[config.mk]
export PLATFORM = sky130hd
export DESIGN_NAME = zmips_rf_wr_arbiter
export DESIGN_NICKNAME = d
export VERILOG_FILES = /design/src/rtl/zmips_pkg.sv /design/src/rtl/zmips_rr_arb2.sv /design/src/rtl/zmips_rf_wr_arbiter.sv
export SDC_FILE = /design/constraint.sdc
export NUM_CORES = 1
export LEC_CHECK = 0
export ABC_AREA = 1
export CAP_MARGIN = 10
export CORE_MARGIN = 10
export CORE_UTILIZATION = 36
export DETAILED_ROUTE_END_ITERATION = 12
export GPL_ROUTABILITY_DRIVEN = 0
export PLACE_DENSITY = 0.81
export SYNTH_ARGS = -nofsm -noshare
export SYNTH_HDL_FRONTEND = slang
export SYNTH_HIERARCHICAL = 1
export SYNTH_SLANG_ARGS = --single-unit
[constraint.sdc]
create_clock -name clk -period 2.2 [get_ports clk]
set_clock_uncertainty 0.05 [all_clocks]
set_input_delay 0.44 -clock clk [delete_from_list [all_inputs] [get_ports clk]]
set_output_delay 0.44 -clock clk [all_outputs]
set_load 0.01 [all_outputs]
[src/rtl/zmips_pkg.sv]
// Shared zmips constants and writeback source encoding.
package zmips_pkg;

  localparam int ZMIPS_NUM_GPR    = 30;
  localparam int ZMIPS_REG_PC     = 30;
  localparam int ZMIPS_REG_PCNEXT = 31;

  typedef enum logic {
    ALU = 1'b0,
    MEM = 1'b1
  } wb_src_t;

endpackage

[src/rtl/zmips_rr_arb2.sv]
// Two-requester round-robin arbiter. Requester 0 maps to ALU and requester 1
// maps to MEM in the last-winner pointer. Grants are purely combinational
// from the requests and the pointer, and a grant is an accepted transfer.
module zmips_rr_arb2
  import zmips_pkg::*;
(
  input  logic clk,
  input  logic rst_n,
  input  logic req0,
  input  logic req1,
  output logic gnt0,
  output logic gnt1
);

  wb_src_t last_q;

  // On a tie the requester that did not win last time gets the port.
  always_comb begin
    gnt0 = req0 && (!req1 || (last_q == MEM));
    gnt1 = req1 && (!req0 || (last_q == ALU));
  end

  // The pointer follows the winner. The reset value lets requester 0 win the first tie.
  always_ff @(posedge clk or negedge rst_n) begin
    if (!rst_n) begin
      last_q <= MEM;
    end else if (gnt0) begin
      last_q <= ALU;
    end else if (gnt1) begin
      last_q <= MEM;
    end
  end

endmodule

[src/rtl/zmips_rf_wr_arbiter.sv]
// Register-file write-port arbiter with a load-destination scoreboard.
// The ALU and load writeback share one registered regfile write port.
// Writes to the PC aliases (addr >= NUM_GPR) complete the handshake and are
// then dropped. The scoreboard and the sticky WAW error exist only when
// ZMIPS_RF_SCOREBOARD_EN is defined. Otherwise they are tied off.
module zmips_rf_wr_arbiter
  import zmips_pkg::*;
#(
  parameter int DATA_W  = 32,
  parameter int ADDR_W  = 5,
  parameter int NUM_GPR = ZMIPS_NUM_GPR
) (
  input  logic               clk,
  input  logic               rst_n,
  input  logic               alu_valid,
  output logic               alu_ready,
  input  logic [ADDR_W-1:0]  alu_addr,
  input  logic [DATA_W-1:0]  alu_data,
  input  logic               mem_valid,
  output logic               mem_ready,
  input  logic [ADDR_W-1:0]  mem_addr,
  input  logic [DATA_W-1:0]  mem_data,
  output logic               rf_wr,
  output logic [ADDR_W-1:0]  rf_wr_addr,
  output logic [DATA_W-1:0]  rf_wr_data,
  input  logic               sb_set,
  input  logic [ADDR_W-1:0]  sb_set_addr,
  output logic [NUM_GPR-1:0] sb_busy,
  output logic               sb_err
);

  localparam logic [ADDR_W:0] NUM_GPR_L = NUM_GPR[ADDR_W:0];

  logic              gnt_alu_p0, gnt_mem_p0;
  logic [ADDR_W-1:0] win_addr_p0;
  logic [DATA_W-1:0] win_data_p0;
  logic              win_wr_p0;

  logic              vld_p1;
  logic [ADDR_W-1:0] wr_addr_p1;
  logic [DATA_W-1:0] wr_data_p1;

  zmips_rr_arb2 u_arb (
    .clk   (clk),
    .rst_n (rst_n),
    .req0  (alu_valid),
    .req1  (mem_valid),
    .gnt0  (gnt_alu_p0),
    .gnt1  (gnt_mem_p0)
  );

  assign alu_ready = gnt_alu_p0;
  assign mem_ready = gnt_mem_p0;

  // Stage p0: select the winner and drop writes aimed at the PC aliases.
  always_comb begin
    win_addr_p0 = gnt_mem_p0 ? mem_addr : alu_addr;
    win_data_p0 = gnt_mem_p0 ? mem_data : alu_data;
    win_wr_p0   = (gnt_alu_p0 || gnt_mem_p0) && ({1'b0, win_addr_p0} < NUM_GPR_L);
  end

`ifdef ZMIPS_RF_SCOREBOARD_EN
  wb_src_t            src_p1;
  logic [NUM_GPR-1:0] busy_q, busy_nxt;
  logic               err_q;
  logic               alu_hit_busy;
`endif

  // Stage p1: the registered regfile write. Address and data hold when idle.
  always_ff @(posedge clk or negedge rst_n) begin
    if (!rst_n) begin
      vld_p1     <= 1'b0;
      wr_addr_p1 <= '0;
      wr_data_p1 <= '0;
`ifdef ZMIPS_RF_SCOREBOARD_EN
      src_p1     <= ALU;
`endif
    end else begin
      vld_p1 <= win_wr_p0;
      if (win_wr_p0) begin
        wr_addr_p1 <= win_addr_p0;
        wr_data_p1 <= win_data_p0;
`ifdef ZMIPS_RF_SCOREBOARD_EN
        src_p1     <= gnt_mem_p0 ? MEM : ALU;
`endif
      end
    end
  end

  assign rf_wr      = vld_p1;
  assign rf_wr_addr = wr_addr_p1;
  assign rf_wr_data = wr_data_p1;

`ifdef ZMIPS_RF_SCOREBOARD_EN
  // A load commit clears its bit, and a same-edge set overrides the clear.
  // Addresses at or above NUM_GPR never match a bit.
  always_comb begin
    busy_nxt     = busy_q;
    alu_hit_busy = 1'b0;
    for (int i = 0; i < NUM_GPR; i++) begin
      if (vld_p1 && (src_p1 == MEM) && (wr_addr_p1 == ADDR_W'(i))) busy_nxt[i] = 1'b0;
      if (sb_set && (sb_set_addr == ADDR_W'(i)))                   busy_nxt[i] = 1'b1;
      if (alu_addr == ADDR_W'(i)) alu_hit_busy = busy_q[i];
    end
  end

  // Scoreboard state. The WAW error is sticky until reset.
  always_ff @(posedge clk or negedge rst_n) begin
    if (!rst_n) begin
      busy_q <= '0;
      err_q  <= 1'b0;
    end else begin
      busy_q <= busy_nxt;
      if (gnt_alu_p0 && alu_hit_busy) err_q <= 1'b1;
    end
  end

  assign sb_busy = busy_q;
  assign sb_err  = err_q;
`else
  logic unused_sb;
  assign unused_sb = ^{sb_set, sb_set_addr};
  assign sb_busy   = '0;
  assign sb_err    = 1'b0;
`endif

endmodule

Yosys cells after proc, flatten, opt, wreduce, memory -nomap -nowiden --
Index checks and enable logic that the tools add are counted.
Cells by class: magnitude comparators 1, muxes and demuxes 4, bitwise operators 1, reductions and logical operators 9
Operators with widths (count):
- two-way mux 32 bit | 1
- < comparator 5 bit (second input constant) | 1
- two-way mux 5 bit | 1
- logical AND 1 bit | 3
- logical OR 1 bit | 3
- zero test 1 bit | 2
- two-way mux 1 bit | 2
- nonzero test 2 bit | 1
- NOT 1 bit | 1
Word-level totals: bits in registers 39, bits of input ports 84, output and inout bits 71, word-level logic and storage cells 19

Logic depth before layout (Yosys ltp) --
Gate-level depths: netlist of the first run.
depth in word-level cells 6, depth in mapped cells 12, mapped depth without buffers 10

Hierarchy --
Netlist of the first run, hierarchy kept.
By module, submodules not included:
- zmips_rf_wr_arbiter | times used 1, cells an instance 330, area an instance 2259.7 um^2, sequential area each 950.9 um^2
- zmips_rr_arb2 | times used 1, cells an instance 11, area an instance 65.1 um^2, sequential area each 26.3 um^2

Worst setup path after synthesis of the first run --
OpenSTA, ideal clock, no wires.
kind input -> register, start in mem_valid, end reg wr_data_p1[10], in the netlist rf_wr_data[10], library setup time 0.117 ns, data arrival time 1.675 ns, data required time 2.033 ns, slack 0.359 ns, stages 12, path buffers 3, path through inv_1 a21oi_1 buf_4 nand2_1 nand2_1 nor2_1 nand2_1 nand2_1 buf_6 buf_6 nand2_1 nand2_1
On the way: elaborated cells on any way between the ends 9, those cells by class 1 x order compare; 2 x mux; 6 x reduce/logical
RTL lines:
- from (decl) | RTL line zmips_rf_wr_arbiter.sv:19 | input logic mem_valid,
- logical AND 1 bit * | RTL line zmips_rr_arb2.sv:20 | gnt1 = req1 && (!req0 || (last_q == ALU));
- net mem_ready | RTL line zmips_rf_wr_arbiter.sv:20 | output logic mem_ready,
- two-way mux 5 bit | RTL line zmips_rf_wr_arbiter.sv:57 | win_addr_p0 = gnt_mem_p0 ? mem_addr : alu_addr;
- < comparator 5 bit | RTL line zmips_rf_wr_arbiter.sv:59 | win_wr_p0 = (gnt_alu_p0 || gnt_mem_p0) && ({1'b0, win_addr_p0} < NUM_GPR_L);
- logical AND 1 bit | RTL line zmips_rf_wr_arbiter.sv:59
- to (signal assigned) | RTL line zmips_rf_wr_arbiter.sv:82 | wr_data_p1 <= win_data_p0;
- to (decl) | RTL line zmips_rf_wr_arbiter.sv:41 | logic [DATA_W-1:0] wr_data_p1;
The timed path passes the listed nets; every way through them passes the cells marked *. A chain may end at the register's enable or synchronous reset.

Final worst setup path of the first run --
start in mem_valid, end out mem_ready
On the way: longest elaborated chain between the ends 1
Ends and longest elaborated chain (RTL line):
- logical AND 1 bit | zmips_rr_arb2.sv:20
- to (decl) | zmips_rf_wr_arbiter.sv:20
No other way between the ends.

==> metrics.csv, run 1 <==
metric,value,unit
Initial Utilization,36.8,%
core area,6310,µm²
CP startpoint kind,input port,
met3 routed WL,482,µm
layout cells sized above 1,5.01,%
initial antenna violation count,0,
Die Span Y,100,µm
wire per inst,14.1,µm
drt drc,0,
Post-DP Area,3470,µm²
Clock Latency Late Sink,280,ps
crit-path cells,"clkdlybuf4s50_1, inv_1, a21oi_4, dlygate4sd2_1",
Buffers on Ports,117,
CTS Sinks,39,
Clock transition at path regs,80,ps
critical path class,in2out,
area growth from synthesis to layout,52.7,%
"Seq/Total Area, Yosys",42.0,%
Synth Cell Area,2320,µm²
Worst Path Required,1710,ps
final instance area,3550,µm²
first-pass GRT wire length,12.0,mm
total wire length,7.54,mm
largest net degree at the start of global routing,40,
simple-gate share of the synthesized area,39.7,%
Detailed Place HPWL,5.98,mm
RSZ-0062 raised after global routing,no,
gr ovfl total,0,
Root Driver,clkbuf_8,
worst stage delay on the critical path,470,ps
Max clock buf depth,2,
first-pass iteration count of the detailed router,4,
# nets final,542,
row cnt,29,
GR Util All Layers,14.4,%
Unique masters post-synth,14,
CP max stage cell,clkdlybuf4s50_1,
"Hold Vio Cnt, Final",0,
Routed Antenna Nets,0,
Critical Path End Type,output pin,
mean post-synth cell area,6.82,µm²
Max Cap Violations,0,
Pwr Density,674,nW/µm²
Tightest Hold Check Type,in2async,
largest family of logic cells by synthesized area,simple AND/OR/NAND/NOR gates,
DR iter-0 viols,82,
Top Layer Used,met4,
DR vias/cell,4.48,
# IOs,155,
Tcrit/Tclk final,87.6,%
metal2 WL,4.04,mm
Inserted Diodes,0,
critical path peak fanout,4,
post-synthesis cell count,341,
leakage power,1.91,nW
TNS Setup,0,ps
outcome,"finished, final reports clean",
synthesized-area fraction occupied by adder cells,0,%
min Tclk post-route,1930,ps
maximum resistive drop on vdd,0.371,mV
M1 WL,2.98,mm
FMAX,519,MHz
fin. max-slew vios,0,
complex-gate fraction of the synthesized area,0.215,%
vias in the first global route,2491,
CTS buffer count,5,
Finish-stage setup viols,0,
WP data arrival,1440,ps
mux share of post-synthesis cell area,0,%
DR vias,2401,
Die Area,10100,µm²
XOR/XNOR Fraction of Synth Area,0,%
H-tree depth,2,
CTS tree,built,
synth warn,6,
chip width,100,µm
flop and latch count out of synthesis,39,
## cell usage in the layout (no fill, tap or decap)
cell	count
clkinv_2	1
clkdlybuf4s50_1	113
clkbuf_1	2
a21oi_4	1
conb_1	31
buf_12	1
dfstp_2	1
dlygate4sd2_1	2
or2_1	1
buf_4	12
nand2_1	193
dfrtp_1	38
nand3_1	37
nor2_1	2
dlymetal6s2s_1	1
clkbuf_8	5
inv_2	1
inv_1	16
buf_2	1
## through the flow
step                cells  setup slack [ps]  utilization [%]  total power, mW  hold slack [ps]
floorplan             371               359                -             1.42             94.4
global placement      528             -10.3             55.0             1.93              404
detailed placement    528             -23.3             55.0             1.97              408
CTS                   536              27.9             56.2             2.43              168
global route          536               163             56.2             2.57              194
finish                536               272             56.2             2.39              148
## final cells by class
| class | count | area [µm²] |
|---|---|---|
| sequential | 39 | 977 |
| fill | 616 | 2760 |
| clock inverter | 1 | 5.00 |
| timing repair buffer | 130 | 1280 |
| clock buffer | 7 | 76.3 |
| tap | 77 | 96.3 |
| inverter | 17 | 63.8 |
| multi-input combinational | 265 | 1060 |
## synthesized netlist by cell type
library cell,n,area (µm²)
conb_1,1,3.75
clkbuf_1,6,22.5
dfrtp_1,38,951
inv_2,1,3.75
dfstp_2,1,26.3
inv_1,16,60.1
a21oi_1,1,5.00
buf_6,3,33.8
nand3_1,37,185
nand2_1,193,724
nor2_1,2,7.51
buf_2,5,25.0
or2_1,1,6.26
buf_4,36,270
## what timing repair did
action | in CTS | in global routing
hold buffers | 0 | 0
setup buffers | 0 | 0
gates resized for setup | 2 | 1
setup endpoints to repair | 2 | 1
## critical path, delay by kind of cell
family | cells | cell delay (ps)
buf+inv | 3 | 830
compound gates | 1 | 160
## report_power, final
group,switching (mW),internal (mW),leakage [nW]
clock,0.234,0.223,0.0422
combinational,0.464,0.518,1.39
sequential,0.0847,0.870,0.475
## kinds of logic (layout without fill, tap and decap cells)
group                  Yosys count  in the layout
and+or+nand+nor                233            233
buffers and inverters           67            155
DFF                             39             39
other                            1             31
AOI/OAI and AO/OA                1              1
## per-layer routing
metal | global-route usage (%) | up-vias
met5 | 0 | -
met4 | 2.61 | 0
met3 | 3.78 | 2
met2 | 27.1 | 78
met1 | 15.8 | 1123
li1 | - | 1198
## final timing paths
check,start,endpoint,slack [ps],cells after the start
setup / recovery,mem_valid,mem_ready,270,4
hold / removal,rst_n,rf_wr_data[16],150,2
setup reg to reg,u_arb/last_q,rf_wr_data[5],470,10
hold reg to reg,rf_wr_data[4],rf_wr_data[4],420,2
max in group asynchronous,rst_n,u_arb/last_q,1580,2
min in group clk,rf_wr_data[4],rf_wr_data[4],420,2
## state kept, by name (all words and copies together) (netlist names)
name,flops
rf_wr_data,32
rf_wr_addr,5
rf_wr,1
u_arb/last_q,1
No activity file was read; power rests on OpenSTA's default activity.
==> run 2: changes to the inputs <==
--- a/config.mk
+++ b/config.mk
@@ -7,7 +7,7 @@
 export LEC_CHECK = 0
 export ABC_AREA = 1
 export CAP_MARGIN = 10
-export CORE_MARGIN = 10
+export CORE_MARGIN = 3
 export CORE_UTILIZATION = 36
 export DETAILED_ROUTE_END_ITERATION = 12
 export GPL_ROUTABILITY_DRIVEN = 0
==> run 2 against run 1 <==
Against the previous run: non-clock buffer count decreased by 1; final area decreased by 0.18%; final cell count decreased by 0.56%; clock power increased by 2%; sequential power about the same; largest power group unchanged; highest routed layer unchanged.
==> metrics.csv, run 2 (synthesis gave the netlist of run 1 again) <==
metric,value,unit
outcome,"finished, final reports clean",
gr ovfl total,0,
highest-count cells in the layout ignoring fill and taps,"nand2_1, clkdlybuf4s50_1, dfrtp_1, nand3_1, conb_1",
Critical Path End Type,output pin,
largest net degree at the start of global routing,40,
Detailed Place HPWL,4.82,mm
TNS Setup,0,ps
flop2flop setup slack,430,ps
initial antenna violation count,0,
CTS tree,built,
# nets final,541,
critical path peak fanout,4,
RSZ-0062 raised after global routing,no,
"most common cell after layout, fill and taps aside",nand2_1,
Die Span Y,86.4,µm
first-pass iteration count of the detailed router,4,
Pwr Density,670,nW/µm²
final setup margin,254,ps
Max Cap Violations,0,
row cnt,28,
Max clock buf depth,2,
DR vias/cell,4.32,
leakage power,1.90,nW
Inserted Diodes,0,
Clock Latency Late Sink,280,ps
WP data arrival,1460,ps
Comb pwr share,40.3,%
reg2reg start,u_arb/last_q,
vias in the first global route,2171,
total wire length,6.24,mm
wire per inst,11.7,µm
Worst Path Required,1710,ps
CP startpoint kind,input port,
min Tclk post-route,1950,ps
maximum resistive drop on vdd,0.354,mV
Root Driver,clkbuf_8,
Initial Utilization,38.1,%
Routed Antenna Nets,0,
clock power share,19.6,%
Pint,1.60,mW
chip width,86.4,µm
Seq pwr share,40.1,%
critical path class,in2out,
CTS buffer count,5,
Switching Share,32.4,%
CTS Sinks,39,
core area,6100,µm²
Finish-stage setup viols,0,
DR iter-0 viols,92,
"Hold Vio Cnt, Final",0,
Worst R2R End,rf_wr_data[9],
Die Area,7460,µm²
H-tree depth,2,
DR vias,2300,
GR Util All Layers,16.8,%
Largest register FFs,32,
Clock transition at path regs,80,ps
FMAX,514,MHz
# IOs,155,
Buffers on Ports,117,
Post-CTS Setup Inserts,0,
first-pass GRT wire length,9.92,mm
Tcrit/Tclk final,88.4,%
Tightest Hold Check Type,in2async,
drt drc,0,
Place WS,-39.2,ps
Finished Core Util,58.1,%
worst r2r path cells,10,
area growth from synthesis to layout,52.5,%
fin. max-slew vios,0,
layout cells sized above 1,5.02,%
net switching power,0.770,mW
run 2: changes by cell type in the layout (fill, tap and decap cells not counted):
cell,before,now
clkbuf_1,2,1
clkinvlp_4,0,1
buf_4,12,11
run 2: repair_timing:
item                       CTS  global route
gates resized for setup      2             1
cloned                       0             0
hold buffers                 0             0
setup endpoints to repair    2             1
run 2: worst max-delay path by stage:
stage          startpoint              to  cells past startpoint
2_1_floorplan   mem_valid  rf_wr_data[10]                     12
3_3_place_gp    alu_valid       mem_ready                      3
3_5_place_dp    mem_valid   rf_wr_data[9]                     12
4_1_cts         mem_valid       alu_ready                      5
5_1_grt         mem_valid   rf_wr_data[5]                     12
6_report        mem_valid       mem_ready                      4
run 2: power by group through the flow:
stage                     registers [mW]  clock network, mW  logic, mW
after floorplan                     1.03                  0      0.392
after global placement             0.958                  0      0.956
after detailed placement           0.966                  0      0.973
after CTS                          0.954              0.490      0.973
after global routing               0.973              0.524       1.06
final                              0.952              0.465      0.957
run 2: final cells by class:
type / count / area, µm²
clock buffer: 6 / 72.6
clock inverter: 2 / 12.5
fill: 590 / 2550
inverter: 17 / 63.8
multi-input combinational: 265 / 1060
sequential: 39 / 977
tap: 75 / 93.8
timing repair buffer: 129 / 1270
run 2: metal layers:
metal	vias to the layer above	part of all wire, %	global-route usage, %
met4	0	0.66	4.39
met3	2	6.6	3.99
met5	-	0	0
met2	77	55	32.1
met1	1025	38	18.3
li1	1196	-	-
run 2: through the flow:
stage	cell area, µm²	hold WS [ps]	cells	power (mW)
final	3540	140	533	2.37
after global placement	3460	402	525	1.91
after global routing	3540	184	533	2.55
after floorplan	2440	94.4	371	1.42
after detailed placement	3460	408	525	1.94
after CTS	3540	162	533	2.42
run 2: worst max-delay path, cell delays in order:
cell and delay, ps:
clkdlybuf4s50_1 480, inv_1 80, a21oi_4 150, dlygate4sd2_1 300
==> run 3: changes to the inputs <==
--- a/config.mk
+++ b/config.mk
@@ -6,7 +6,7 @@
 export NUM_CORES = 1
 export LEC_CHECK = 0
 export ABC_AREA = 1
-export CAP_MARGIN = 10
+export CORE_ASPECT_RATIO = 0.7
 export CORE_MARGIN = 3
 export CORE_UTILIZATION = 36
 export DETAILED_ROUTE_END_ITERATION = 12
==> run 3 against run 2 <==
Against the previous run: combinational power grew 3.8%; first-iteration DRC count shrank 41%; clock-buffer cell count shrank 1; largest cell class unchanged; highest routed layer unchanged.
==> metrics.csv, run 3 (synthesis gave the netlist of run 1 again) <==
metric,value,unit
Clock Latency Late Sink,280,ps
Buffers on Ports,117,
Post-DP Area,3520,µm²
row cnt,23,
chip width,102,µm
Sequential Area,977,µm²
CTS buffer count,5,
Die Span Y,73.2,µm
Multi-input gate area,1060,µm²
drt drc,0,
# IOs,155,
Finish-stage setup viols,0,
# nets final,547,
critical path class,in2out,
initial antenna violation count,0,
largest net degree at the start of global routing,40,
gr ovfl total,0,
total wire length,6.37,mm
"Hold Vio Cnt, Final",0,
layout cells sized above 1,6.68,%
GR Util All Layers,16.5,%
DR vias/cell,4.25,
final instance area,3600,µm²
Largest register FFs,32,
outcome,"finished, final reports clean",
Critical Path End Type,output pin,
DR iter-0 viols,54,
Pwr Density,668,nW/µm²
DR vias,2291,
WP data arrival,1640,ps
CTS tree,built,
H-tree depth,2,
Max clock buf depth,2,
core area,5990,µm²
hold_ws,140,ps
Clock transition at path regs,80,ps
RSZ-0062 raised after global routing,no,
highest-count cells in the layout ignoring fill and taps,"nand2_1, clkdlybuf4s50_1, dfrtp_1, nand3_1, conb_1",
Worst Path Required,1710,ps
Tcrit/Tclk final,96.8,%
Root Driver,clkbuf_8,
Detailed Place HPWL,5.00,mm
Die Area,7470,µm²
Inserted Diodes,0,
FMAX,470,MHz
Max Cap Violations,0,
Initial Utilization,38.8,%
Tightest Hold Check Type,in2async,
first-pass GRT wire length,9.62,mm
"most common cell after layout, fill and taps aside",nand2_1,
min Tclk post-route,2130,ps
CTS Sinks,39,
fillers,565,
TNS Setup,0,ps
first-pass iteration count of the detailed router,4,
Routed Antenna Nets,0,
maximum resistive drop on vdd,0.275,mV
CP startpoint kind,input port,
leakage power,1.93,nW
vias in the first global route,2144,
fin. max-slew vios,0,
wire per inst,11.8,µm
area growth from synthesis to layout,54.8,%
critical path peak fanout,2,
## run 3: cell count changes in the layout (fill, tap and decap cells not counted)
cell             previous run  this run
buf_4                      11        16
clkinv_2                    1         3
buf_12                      1         2
clkbuf_1                    1         0
clkdlybuf4s50_1           113       114
clkinvlp_4                  1         0
dlymetal6s2s_1              1         0
inv_1                      16        15
inv_2                       1         2
## run 3: worst max-delay path, cell delays in order
cell and delay, ps:
clkdlybuf4s50_1 440, inv_2 100, nand2_1 50, nand2_1 70
clkdlybuf4s50_1 530
## run 3: area by class of cell
type                            instances  share of cell area [%]
Timing Repair Buffer                  135                    36.8
Multi-Input combinational cell        265                    29.3
Sequential cell                        39                    27.2
Tap cell                               75                    2.61
Clock buffer                            5                    1.91
Inverter                               17                    1.77
Clock inverter                          3                   0.417
## run 3: path summary, 6_finish.rpt
| check | cells past startpoint | endpoint | slack, ps | start |
|---|---|---|---|---|
| worst max-delay path | 5 | alu_ready | 70 | mem_valid |
| worst min-delay path | 2 | rf_wr_addr[0] | 140 | rst_n |
| worst max register to register | 7 | rf_wr_data[22] | 480 | u_arb/last_q |
| worst min register to register | 2 | rf_wr_data[10] | 420 | rf_wr_data[10] |
| max in group asynchronous | 2 | u_arb/last_q | 1590 | rst_n |
| min in group clk | 2 | rf_wr_data[10] | 420 | rf_wr_data[10] |
## run 3: power breakdown
group | switching [mW] | internal (mW)
Clock | 0.243 | 0.217
Combinational | 0.455 | 0.537
Sequential | 0.0810 | 0.870
## run 3: metrics by stage
stage          setup slack, ps  cells  power (mW)  util [%]
6_report                  70.5    539        2.40      60.1
3_5_place_dp             -46.0    531        1.97      58.8
3_3_place_gp             -4.98    531        1.95      58.8
5_1_grt                   22.7    539        2.58      60.1
4_1_cts                   35.8    539        2.44      60.1
2_1_floorplan              359    371        1.42         -
## run 3: routing by layer
metal  track usage, %  wire length [µm]
met1             19.1              2670
met2             28.5              3010
met3             7.16               665
met4             3.49                24
met5                0                 0
## run 3: timing repair
action                                  in CTS  in global routing
hold buffers                                 0                  0
cloned                                       0                  0
endpoints found under the setup margin       2                  1
pin swaps                                    0                  0
buffers inserted                             0                  0
gates resized for setup                      2                  1
==> variant 1: new RTL, flow settings as in run 1 <==
The parameter `DATA_W` goes from 32 to 40.
--- a/src/rtl/zmips_rf_wr_arbiter.sv
+++ b/src/rtl/zmips_rf_wr_arbiter.sv
@@ -8,3 +8,3 @@
 #(
-  parameter int DATA_W  = 32,
+  parameter int DATA_W  = 40,
   parameter int ADDR_W  = 5,
Ports: changed (resized alu_data, mem_data and rf_wr_data); port bits go from 155 to 179. No check against the original RTL was run, so the function may have changed too.
==> variant 1 against run 1 <==
- routed wire length up 21%
- critical endpoint is now rf_wr_data[26]
- cell area up 20%
- total power increased by 19%
- critical path depth up 7
- maximum frequency decreased by 2.0%
- non-clock buffer count increased by 23
- sequential cell count up 8
- area after synthesis rose by 19%
- setup slack lost 39 ps
- critical path type is now primary input to register
==> variant 1: results (changes against run 1) <==
[run_status]
status = finished, final reports clean

[worst_setup_path]
r2r-end = rf_wr_data[26]
r2r_cells = 9  ; -1
critPathTopFamily = buffers and inverters
r2r_start = u_arb/last_q
slowest_stage = clkdlybuf4s50_1
critPathMaxStageDelay_ps = 480
r2r_setup_slack_ps = 390  ; -80 ps
cp_max_fo = 46  ; +42
arrival_ps = 2110  ; +670 ps

[cts]
post_cts_buffers = 0  ; unchanged
htree_levels = 2  ; unchanged
clockBufferDepth = 2  ; unchanged
cts_root_buffer = clkbuf_8
clkLatencyLatePin_ps = 300  ; +20 ps
clk_pin_slew_worst_paths_ps = 90
numCtsBuffers = 5  ; unchanged

[global_routing]
grt_pass1_vias = 2994  ; +20%
antenna_found_initial = 0  ; unchanged
track_usage_pct = 15.2  ; +0.81 points
grt_pass1_wl_um = 14500  ; +21%
grt_max_degree = 47  ; +18%

[final_layout]
largest_register_ffs = 40  ; +25%
drive_gt1_share_pct = 5.20  ; +0.19 points
diodes = 0  ; unchanged
final_cells = 637  ; +19%
fin_nets = 637  ; +18%

[yosys]
synth_flop_cell = dfrtp_1
muxShareOfSynthArea_pct = 0  ; unchanged
synth_commonest_cells = nand2_1, dfrtp_1, nand3_1
synth_compound_area_share_pct = 0.182  ; -0.034 points
ys.warnings.count = 6  ; unchanged
ys_async_sr_fraction_pct = 100  ; unchanged
ys_types = 16  ; +2
synthTopCellsByArea = dfrtp_1, nand2_1, buf_4
seq_area_frac_synth_pct = 42.7  ; +0.70 points
netlist_instances = 400  ; +17%
synth_fa_ha_area_share_pct = 0  ; unchanged

[timing]
slew_headroom_pct = 64.1

[drt]
drt_iter0_drc = 151  ; +84%
wire_per_inst_um = 14.4  ; +2.2%
via_per_inst = 4.49  ; +0.30%
dr.pass1.iters = 4  ; unchanged

[placement]
io_buffers = 141  ; +21%
pre_cts_slack_ps = -107  ; -83.8 ps
post-place-cells = 629  ; +19%
dp_hpwl_um = 7070  ; +18%

[power_and_ir_drop]
switching_share_pct = 33.5  ; +0.81 points
peakVddDrop_mv = 0.278  ; -25%
p_leak_nw = 2.26  ; +18%

[hold_path]
hp-class = primary input to async pin

## variant 1: power by group through the flow
stage	registers (mW)	logic [mW]	clock network, mW
2_1_floorplan	1.24	0.467	0
3_3_place_gp	1.15	1.19	0
3_5_place_dp	1.16	1.21	0
4_1_cts	1.15	1.21	0.529
5_1_grt	1.17	1.31	0.566
6_report	1.14	1.19	0.516
## variant 1: worst max path at each step
stage,from,slack (ps),end,depth (start not counted)
floorplan,mem_valid,420,rf_wr_addr[0],11
global placement,alu_valid,-50,rf_wr_data[31],10
detailed placement,mem_valid,-110,rf_wr_data[11],11
CTS,mem_valid,40,alu_ready,5
global route,mem_valid,90,rf_wr_data[26],11
finish,mem_valid,230,rf_wr_data[26],11
## variant 1: what timing repair did
action	4_1_cts	5_1_grt
hold buffers	0	0
gates resized for setup	2	1
setup endpoints to repair	2	1
## variant 1: metrics by stage
step / setup TNS (ps) / hold slack, ps / instance area [µm²] / total power [mW]
detailed placement: -3930 / 406 / 4190 / 2.37
global route: 0 / 85.5 / 4270 / 3.05
global placement: -2050 / 395 / 4190 / 2.34
CTS: 0 / 78.1 / 4270 / 2.89
finish: 0 / 63.3 / 4270 / 2.85
floorplan: 0 / 94.4 / 2870 / 1.71
## variant 1: final cells by class
cell class	instances	area [µm²]
Timing Repair Buffer	153	1550
Tap cell	99	124
Clock inverter	2	12.5
Inverter	17	63.8
Fill cell	680	3060
Sequential cell	47	1180
Clock buffer	6	72.6
Multi-Input combinational cell	313	1270
## variant 1: routing by layer
layer	vias up	global-route usage, %	part of all wire (%)
met5	-	0	0
met4	0	2.58	0.55
met3	5	6.17	10
met2	135	26.3	48
met1	1296	17.4	42
li1	1426	-	-
==> variant 2: new RTL, config.mk and constraints of run 1 <==
Without the edit above. Build with the macro `ZMIPS_RF_SCOREBOARD_EN` defined.
--- a/src/rtl/zmips_rf_wr_arbiter.sv
+++ b/src/rtl/zmips_rf_wr_arbiter.sv
@@ -5,2 +5,4 @@
 // ZMIPS_RF_SCOREBOARD_EN is defined. Otherwise they are tied off.
+`define ZMIPS_RF_SCOREBOARD_EN
+
 module zmips_rf_wr_arbiter
Behaviour: not the same (a bounded check fails within 4 cycles, from zero or initial values and one cycle with rst_n low).
==> variant 2 against run 1 <==
- area after synthesis rose by 61%
- critical path depth rose by 21
- maximum frequency fell by 8.6%
- sequential cell count up 32
- count of clock-buffer cells in the layout is 3 higher
- sequential power up 120%
- setup slack worse by 180 ps
- cell area increased by 69%
- sequential share of layout area rose by 2.2 points
- non-clock buffer count is 66 higher
- global-route usage is 3.1 points higher
- total power rose by 120%
- routed wire length increased by 83%
- via count rose by 72%
- critical endpoint is now sb_err
==> variant 2: results (changes against run 1) <==
[run_status]
status = finished, final reports clean

[power_and_ir_drop]
peakVddDrop_mv = 0.331  ; -11%
p_seq_mw = 2.07  ; +120%
p_sw_mw = 1.88  ; +140%

[worst_setup_path]
r2r-end = sb_err
slowest_stage = a31o_2
cp_max_fo = 5  ; +1
critPathTopFamily = simple AND/OR/NAND/NOR gates
end_kind = register
r2r_cells = 26  ; +16

[cts]
numCtsBuffers = 9  ; +4
htree_levels = 3  ; +1
clkLatencyLatePin_ps = 330  ; +50 ps

[yosys]
ys_types = 28  ; +14
synth_area_per_cell_um2 = 7.71  ; +13%
synth_commonest_cells = nand2_1, dfrtp_1, nor2_1

[final_layout]
fillers = 934  ; +52%
final_cells = 815  ; +52%

[global_routing]
grt_pass1_wl_um = 21200  ; +78%
use_met3_pct = 5.00  ; +1.2 points
grt.met2_usage_pct = 30.8  ; +3.7 points
grt_pass1_vias = 4263  ; +71%

[drt]
wl_met3_um = 1220  ; +150%
drt_iter0_drc = 387  ; +370%
totalWireLength_um = 13800  ; +83%

[timing]
hold_ws_ps = 57.8  ; -90.1 ps

[placement]
io_buffers = 154  ; +32%
post-place-cells = 792  ; +50%
dp_hpwl_um = 10900  ; +83%

[variant 2: changes by cell type after synthesis, sizes merged, moves of 3 or more]
cell / change
o21ai: +42
mux2i: +32
or2: +3
a21oi: +32
nand2: -56
nand3: -29
clkbuf: +7
inv: +29
nand4: +10
a31o: +3
buf: -38
nor2: +70
dfrtp: +32
[variant 2: kinds of logic (layout without fill, tap and decap cells)]
group / count (synthesis) / in the layout / share of synthesized area (%)
flip-flops: 71 / 71 / 47.4
multiplexers: 32 / 32 / 8.54
AO/OA/AOI/OAI: 83 / 83 / 11.8
AND/OR/NAND/NOR: 235 / 235 / 25.5
buffers and inverters: 65 / 258 / 6.74
[variant 2: worst register-to-register path: cells and delay by family (launching register included)]
kind / cells / cell delay (ps)
AND/OR/NAND/NOR: 26 / 1550
flip-flops: 1 / 400
[variant 2: area by class of cell]
cell class / count / area [µm²] / area share [%]
timing repair buffer: 196 / 1880 / 31.5
sequential: 71 / 1780 / 29.7
multi-input combinational: 350 / 1770 / 29.6
inverter: 46 / 173 / 2.89
tap: 136 / 170 / 2.84
clock buffer: 10 / 138 / 2.30
clock inverter: 6 / 67.6 / 1.13
[variant 2: worst max path at each step]
stage | from | endpoint | slack (ps) | cells past startpoint
floorplan | mem_valid | rf_wr_data[0] | 3 | 13
global placement | alu_addr[0] | sb_err | -520 | 27
detailed placement | alu_addr[0] | sb_err | -630 | 27
CTS | alu_addr[4] | sb_err | -50 | 24
global route | sb_busy[0] | sb_err | -170 | 26
finish | alu_addr[1] | sb_err | 90 | 25
[variant 2: what timing repair did]
action	CTS	global route
endpoints found under the setup margin	3	36
pin swaps	0	5
setup buffers	1	4
hold buffers	0	0
resized for setup	7	34
gates cloned	0	2
